**config.mk**
```make
export PLATFORM = sky130hd
export DESIGN_NAME = cpu_bus_responder
export DESIGN_NICKNAME = d
export VERILOG_FILES = /design/src/rtl/cpu_bus_responder.sv
export SDC_FILE = /design/constraint.sdc
export NUM_CORES = 1
export LEC_CHECK = 0
export ABC_AREA = 1
export BUFFER_PORTS_ARGS = -buffer_cell sky130_fd_sc_hd__clkbuf_2
export CAP_MARGIN = 10
export CORE_ASPECT_RATIO = 1.5
export CORE_UTILIZATION = 50
export DETAILED_ROUTE_END_ITERATION = 10
export GPL_ROUTABILITY_DRIVEN = 0
export GPL_TIMING_DRIVEN = 0
export HOLD_SLACK_MARGIN = 0.05
export PLACE_DENSITY = 0.82
export SLEW_MARGIN = 10
export SYNTH_ARGS = -nofsm -noshare
export SYNTH_HDL_FRONTEND = slang
export SYNTH_SLANG_ARGS = --single-unit
```
**constraint.sdc**
```tcl
create_clock -name i_cpu_clk -period 17.3 [get_ports i_cpu_clk]
set_input_delay 0.865 -clock i_cpu_clk [delete_from_list [all_inputs] [get_ports i_cpu_clk]]
set_output_delay 0.865 -clock i_cpu_clk [all_outputs]
set_load 0.005 [all_outputs]
```
**src/rtl/cpu_bus_responder.sv**
```systemverilog
// cpu_bus_responder
//   Target-side responder for the CPU system bus. Decodes a 16-word register
//   window at BASE_ADDR, inserts WAIT_STATES idle cycles, then completes the
//   access with a four-phase ready handshake. Read data is forced to zero when
//   this instance is not presenting a read, so several instances can be
//   wire-ORed on a shared bus.
//
// Ports
//   i_cpu_clk         system clock (rising edge)
//   i_rst             asynchronous active-high reset
//   i_bus_clk         initiator request strobe (level)
//   i_bus_we          1 = write, 0 = read
//   i_bus_addr        word address
//   i_bus_data        write data
//   o_bus_data        read data (zero unless in ACK for a read)
//   o_bus_data_ready  access-complete handshake
//   o_busy            high in WAIT or ACK
//   o_ctrl            live value of register 2
module cpu_bus_responder #(
  parameter int                ADDR_W      = 32,
  parameter int                DATA_W      = 32,
  parameter logic [ADDR_W-1:0] BASE_ADDR   = 'h0000_F000,
  parameter int                WAIT_STATES = 2,
  parameter logic [DATA_W-1:0] ID_VALUE    = 'h6583_2001
) (
  input  logic              i_cpu_clk,
  input  logic              i_rst,
  input  logic              i_bus_clk,
  input  logic              i_bus_we,
  input  logic [ADDR_W-1:0] i_bus_addr,
  input  logic [DATA_W-1:0] i_bus_data,
  output logic [DATA_W-1:0] o_bus_data,
  output logic              o_bus_data_ready,
  output logic              o_busy,
  output logic [DATA_W-1:0] o_ctrl
);

  localparam logic [1:0] S_IDLE = 2'd0;
  localparam logic [1:0] S_WAIT = 2'd1;
  localparam logic [1:0] S_ACK  = 2'd2;

  logic [1:0]              state_q, state_d;
  logic [3:0]              cnt_q, cnt_d;
  logic [3:0]              idx_q, idx_d;
  logic                    we_q, we_d;
  logic [DATA_W-1:0]       wdata_q, wdata_d;
  logic [DATA_W-1:0]       rdata_q, rdata_d;
  logic                    ready_q, ready_d;
  logic                    busy_q, busy_d;
  // Slot 0 is never written; its read value comes from ID_VALUE.
  logic [15:0][DATA_W-1:0] regs_q, regs_d;

  logic                    sel;
  logic [DATA_W-1:0]       rd_val;

  assign sel = i_bus_clk && (i_bus_addr[ADDR_W-1:4] == BASE_ADDR[ADDR_W-1:4]);

  always_comb begin
    rd_val = regs_q[idx_q];
    if (idx_q == 4'd0) rd_val = ID_VALUE;
  end

  always_comb begin
    state_d = state_q;
    cnt_d   = cnt_q;
    idx_d   = idx_q;
    we_d    = we_q;
    wdata_d = wdata_q;
    rdata_d = rdata_q;
    ready_d = ready_q;
    busy_d  = busy_q;
    regs_d  = regs_q;
    // Tick counter runs every cycle; a write to R1 below overrides it.
    regs_d[1] = regs_q[1] + DATA_W'(1);

    case (state_q)
      S_IDLE: begin
        if (sel) begin
          idx_d   = i_bus_addr[3:0];
          we_d    = i_bus_we;
          wdata_d = i_bus_data;
          cnt_d   = 4'(WAIT_STATES);
          state_d = S_WAIT;
          busy_d  = 1'b1;
        end
      end
      S_WAIT: begin
        if (!i_bus_clk) begin
          // Initiator abort: drop the access without side effects.
          state_d = S_IDLE;
          busy_d  = 1'b0;
        end else if (cnt_q != 4'd0) begin
          cnt_d = cnt_q - 4'd1;
        end else begin
          if (we_q) begin
            if (idx_q != 4'd0) regs_d[idx_q] = wdata_q;
          end else begin
            // R1 returns its pre-increment value here.
            rdata_d = rd_val;
          end
          ready_d = 1'b1;
          state_d = S_ACK;
        end
      end
      S_ACK: begin
        if (!i_bus_clk) begin
          ready_d = 1'b0;
          rdata_d = '0;
          state_d = S_IDLE;
          busy_d  = 1'b0;
        end
      end
      default: begin
        state_d = S_IDLE;
        ready_d = 1'b0;
        rdata_d = '0;
        busy_d  = 1'b0;
      end
    endcase
  end

  always_ff @(posedge i_cpu_clk or posedge i_rst) begin
    if (i_rst) begin
      state_q <= S_IDLE;
      cnt_q   <= '0;
      idx_q   <= '0;
      we_q    <= 1'b0;
      wdata_q <= '0;
      rdata_q <= '0;
      ready_q <= 1'b0;
      busy_q  <= 1'b0;
      regs_q  <= '0;
    end else begin
      state_q <= state_d;
      cnt_q   <= cnt_d;
      idx_q   <= idx_d;
      we_q    <= we_d;
      wdata_q <= wdata_d;
      rdata_q <= rdata_d;
      ready_q <= ready_d;
      busy_q  <= busy_d;
      regs_q  <= regs_d;
    end
  end

  assign o_bus_data       = rdata_q;
  assign o_bus_data_ready = ready_q;
  assign o_busy           = busy_q;
  assign o_ctrl           = regs_q[2];

endmodule
```
# Word-level counts from Yosys, hierarchy flattened
# Cells that the tools add are included.
dict set report classes {
  bitwise_logic 2
  mux 31
  reduce_logical 15
  magnitude_cmp 2
  eq_ne 11
  add_sub_neg 2
}
# cell count
set ops {}
lappend ops {{$bwmux W512} 1}
lappend ops {{$mux W64} 5}
lappend ops {{$mux W32} 7}
lappend ops {{$bmux W32 S4} 1}
lappend ops {{$demux W32 S4} 1}
lappend ops {{$pmux W32 S3} 1}
lappend ops {{$add A32 B1 Y32 const B} 1}
lappend ops {{$eq A28 B12 Y1 const B} 1}
lappend ops {{$ne A2 B2 Y1 const B} 7}
lappend ops {{$mux W4} 3}
lappend ops {{$reduce_and A5 Y1} 2}
lappend ops {{$mux W2} 4}
lappend ops {{$pmux W4 S2} 1}
lappend ops {{$reduce_and A4 Y1} 2}
lappend ops {{$reduce_bool A4 Y1} 2}
lappend ops {{$pmux W2 S3} 1}
lappend ops {{$lt A4 B5 Y1 const B} 1}
lappend ops {{$ge A4 B1 Y1 const B} 1}
lappend ops {{$logic_not A4 Y1} 1}
lappend ops {{$mux W1} 4}
lappend ops {{$reduce_and A2 Y1} 2}
lappend ops {{$sub A4 B1 Y4 const B} 1}
lappend ops {{$ne A3 B3 Y1 const B} 1}
lappend ops {{$pmux W1 S3} 1}
lappend ops {{9 further kinds} 11}
dict set report totals {
  register_bits 589
  wordCells 87
}

# Logic depth before layout (Yosys ltp)
dict set report logic_depth {
  ltp_word 10
  ltp_mapped 13
  ltp_nobuf 11
}

# Worst setup path before layout
# OpenSTA, ideal clock, no wires.
dict set report synth_timing {
  kind {input to register}
  start {input i_bus_addr[19]}
  end {register wdata_q[27]}
  n_path_buf 2
  setup_slack_ns 15.345
  cell_stages 10
  t_arrival_ns 1.824
  setup_time_ns 0.131
  path_cell_list {inv_1 nand2_1 nor3_1 nand2_1 nor2_1 nand3_1 clkbuf_1 clkbuf_1 nand2_1 o21ai_0}
}
dict set report synth_between {
  elab_chain_len 3
}
# element line_no
set synth_lines {}
lappend synth_lines {{start, declared} 30} ;# input logic [ADDR_W-1:0] i_bus_addr,
lappend synth_lines {{$eq A28 B12 Y1} 56} ;# assign sel = i_bus_clk && (i_bus_addr[ADDR_W-1:4] == BASE_ADDR[ADDR_W-1:4]);
lappend synth_lines {{$logic_and A1 B1 Y1} 56}
lappend synth_lines {{$reduce_and A2 Y1 (no source line)} n/a}
lappend synth_lines {{end signal, assigned} 138} ;# wdata_q <= wdata_d;
lappend synth_lines {{end, declared} 46} ;# logic [DATA_W-1:0] wdata_q, wdata_d;
# Every way passes these cells.
# A chain may end at the register's enable or synchronous reset.

# Worst setup path after layout
dict set report layout_timing {
  start {register idx_q[0]}
  end {register rdata_q[7] (netlist: o_bus_data[7])}
}
dict set report layout_between {
  elab_chain_len 7
  elab_cells_between_ends 8
}
# element line_no
set layout_lines {}
lappend layout_lines {{start, declared} 44} ;# logic [3:0] idx_q, idx_d;
lappend layout_lines {{start signal, assigned} 136} ;# idx_q <= idx_d;
lappend layout_lines {{$bmux W32 S4} 59} ;# rd_val = regs_q[idx_q];
lappend layout_lines {{$mux W32 (implied by the code)} 59}
lappend layout_lines {{$mux W32 *} 60} ;# if (idx_q == 4'd0) rd_val = ID_VALUE;
lappend layout_lines {{$mux W32 *} 95} ;# if (we_q) begin
lappend layout_lines {{$mux W32 *} 92} ;# end else if (cnt_q != 4'd0) begin
lappend layout_lines {{$mux W32 *} 88} ;# if (!i_bus_clk) begin
lappend layout_lines {{$pmux W32 S3 *} 76} ;# case (state_q)
lappend layout_lines {{end signal, assigned} 139} ;# rdata_q <= rdata_d;
lappend layout_lines {{end, declared} 47} ;# logic [DATA_W-1:0] rdata_q, rdata_d;
# Every way passes the cells marked *; elsewhere a longest branch is shown, timed or not. The select of a mux whose other input is x is not followed.

==> out/qor.yml <==
drt:
  antenna_left: 0
  drt-vias-per-instance: 5.88
  vias: 25047
  totalWireLength_mm: 95.2
  drt-initial-drc-count: 3345
  drt_pre_antenna_iters: 9
  routedWlPerCell_microns: 22.4
  drc: 0
global_route:
  antenna_found_initial: 7
  grt.overflow.total: 0
  grt_pass1_vias: 23973
  grt_pass1_wl_mm: 142
  grt_max_degree: 121
  grt_usage: 0.358
clocking:
  post_cts_resize_count: 0
  path_clk_slew_ns: 0.07
  cts_buffer_depth: 3
  cts.sinks: 581
  cts-root-buf: "clkbuf_16"
  htreeDepth: 2
  clkLatencyLatePin_ns: 0.65
  cts_setup_buffers: 0
  postCtsHoldBufs: 0
  cts_tree: "yes"
  cts_buffers: 52
logic_synthesis:
  synth_top_family_by_area: "simple AND/OR/NAND/NOR gates"
  yosys_warnings: 0
  synth-adder-area-share: 0.00284
  synth_seq_cells: 581
  synth_compound_area_frac: 0.118
  synthMuxAreaShare: 0
  avgSynthCellArea_sq_um: 7.89
  synth.area.top_cells: "dfrtp_1 (55%), nand2_1 (21%), o21ai_0 (11%)"
  synth_edf_count: 0
  syn-cell-area_sq_um: 26400
  synthArstFlopShare: 1.00
  yosys.area_share.xor_xnor: 0.00464
  yosys_most_used_dff: "dfrtp_1"
  synth.most_common_cell: "nand2_1"
  synth-simple-area-share: 0.257
  netlist.area_leader.share: 0.550
  synth_top_area_cell: "dfrtp_1"
  yosysSeqAreaShare: 0.550
  syn-num-nets: 3424
  yosys-top-cells-count: "nand2_1 (1447), dfrtp_1 (581), o21ai_0 (572)"
  synthesis.instances: 3350
  synth_cell_types: 27
floorplan:
  initial_core_util: 0.509
  die_area_sq_um: 53800
  coreArea_sq_um: 51900
  pin_count: 134
  dieWidth_microns: 190
  die_y_microns: 284
  rows: 102
critical_path:
  worst_setup_path_end_kind: "flop"
  r2r_end: "o_bus_data[7]"
  critical_path.top_delay_family: "buffers and inverters"
  crit_type: "reg2reg"
  cpMaxStageDelayCell: "clkbuf_1"
  reg2reg_depth: 10
  worstPathArrival_ns: 3.94
  endpoint: "o_bus_data[7]"
  cpMostUsedCell: "nand2_1"
  cpPeakStageDelay_ns: 0.90
  worstSetupStartpoint: "idx_q[0]"
  worstSetupPathDepth: 10
  cp-start-kind: "flop"
  timing.rr.start: "idx_q[0]"
  cp.required_ns: 17.81
  crit_chain: "buf_4 -> inv_2 -> clkbuf_1 -> o21ai_0 -> nand2_1 -> nand2_1 -> nand2_1 -> nand2_1 -> o21ai_0 -> nand2_1"
  regToRegSetupSlack_ns: 13.87
  cp_max_fo: 10
  cp_num_buf_inv: 3
min_path:
  hp-class: "in2async"
sta:
  worstMarginPinSlew_ns: 1.30
  slew_viol_final: 0
  rsz0062_at_grt: "false"
  relSlewSlack: 0.122
  setup_viol: 0
  min_period_ns: 3.43
  worst_hold_slack_ns: 0.376
  fin_crit_sh: 0.198
  max_freq_mhz: 292
  finalWorstSetupSlack_ns: 13.87
  final_hold_viol_count: 0
  finClkSkew_ns: 0.0378
status:
  status: "finished, final reports clean"
job:
  cap_violations: 0
pwr:
  power.total_uw: 2710
  power.leakage_uw: 0.0144
  power_density_nw_per_um2: 90.4
  peakVddDrop_uv: 81.9
placed_design:
  dp_slack_ns: 14.38
  port_buffers: 133
  hpwl_mm: 65.8
finish:
  drive_gt1_frac: 0.0985
  area_delta_synth_final_pct: 13.6
  nets: 3617
worst min-delay path by stage:
stage               startpoint           to  cells after the start
floorplan           regs_q[10]   regs_q[10]                      1
CTS                      i_rst   regs_q[47]                      3
detailed placement  regs_q[10]   regs_q[10]                      1
finish                   i_rst  wdata_q[12]                      3
global route             i_rst  wdata_q[12]                      3
global placement    regs_q[18]   regs_q[18]                      1
placed cells by master, fill, tap and decap left out, types with 2 or more instances in the layout:
cell,synthesis,final
xor2_1,5,5
inv_2,2,2
nor2_1,93,93
clkbuf_2,0,133
nor3_1,5,5
nor2_2,4,4
nand2_1,1447,1447
a21oi_1,36,36
o21ai_0,572,572
inv_1,151,150
nand3b_1,13,13
clkbuf_16,0,52
o21ai_1,12,12
buf_4,35,35
buf_2,64,64
nand3_2,7,7
xnor2_1,9,9
bufinv_16,0,11
dfrtp_1,581,581
nand2_2,8,8
clkbuf_1,164,170
or2_2,2,2
nand3_1,63,63
clkbuf_8,0,10
clkinv_2,0,8
ha_1,6,6
buf_1,3,3
nand4_1,64,64
clkinvlp_4,0,3
clkinv_8,0,3
buf_16,0,6
power breakdown:
part	switching, uW	internal (uW)	total [uW]
Clock	547	762	1310
Sequential	0.270	1360	1360
Combinational	34.5	11.8	46.4
kinds of logic (layout without fill, tap and decap cells):
group,Yosys count,after routing
DFF,581,581
and+or+nand+nor,1708,1708
AOI/OAI and AO/OA,621,621
other,0,1
adders and majority gates,6,6
xor gates and xnor gates,14,14
buffers and inverters,420,653
cell type report:
type                    count  area [sq um]
inverters                 154           588
clock buffers              68          1460
flip-flops and latches    581         14500
well taps                 676           846
diodes                      1          2.50
multi-input cells        2349         10100
clock inverters            26           450
plain buffers             266          1210
fillers                  4574         21900
repair buffers            139           831
flip-flops by register name, summed over array words and instances (netlist names):
register / cells
cnt_q: 4
idx_q: 4
o_bus_data: 32
o_bus_data_ready: 1
o_busy: 1
o_ctrl: 32
regs_q: 472
state_q: 2
wdata_q: 32
we_q: 1
through the flow:
step	instances	util	setup TNS [ns]	instance area (sq um)
finish	4260	0.578	0	30000
floorplan	3350	-	0	26400
detailed placement	4165	0.541	0	28100
global route	4259	0.578	0	30000
CTS	4259	0.578	0	30000
global placement	4159	0.538	-3278.14	27900
worst register-to-register path, delay by kind of cell (launching register included):
kind            cells  cell delay, ns
compound gates      2            1.18
buf+inv             3            1.27
flops               1            0.37
simple gates        5            0.52
per-layer routing:
metal	track usage	up-vias	share of wire
met1	0.404	11815	0.33
met3	0.115	526	0.12
met2	0.531	1711	0.43
met5	0	-	0.00055
li1	-	10987	-
met4	0.339	8	0.11
(Power assumes the default switching activity.)
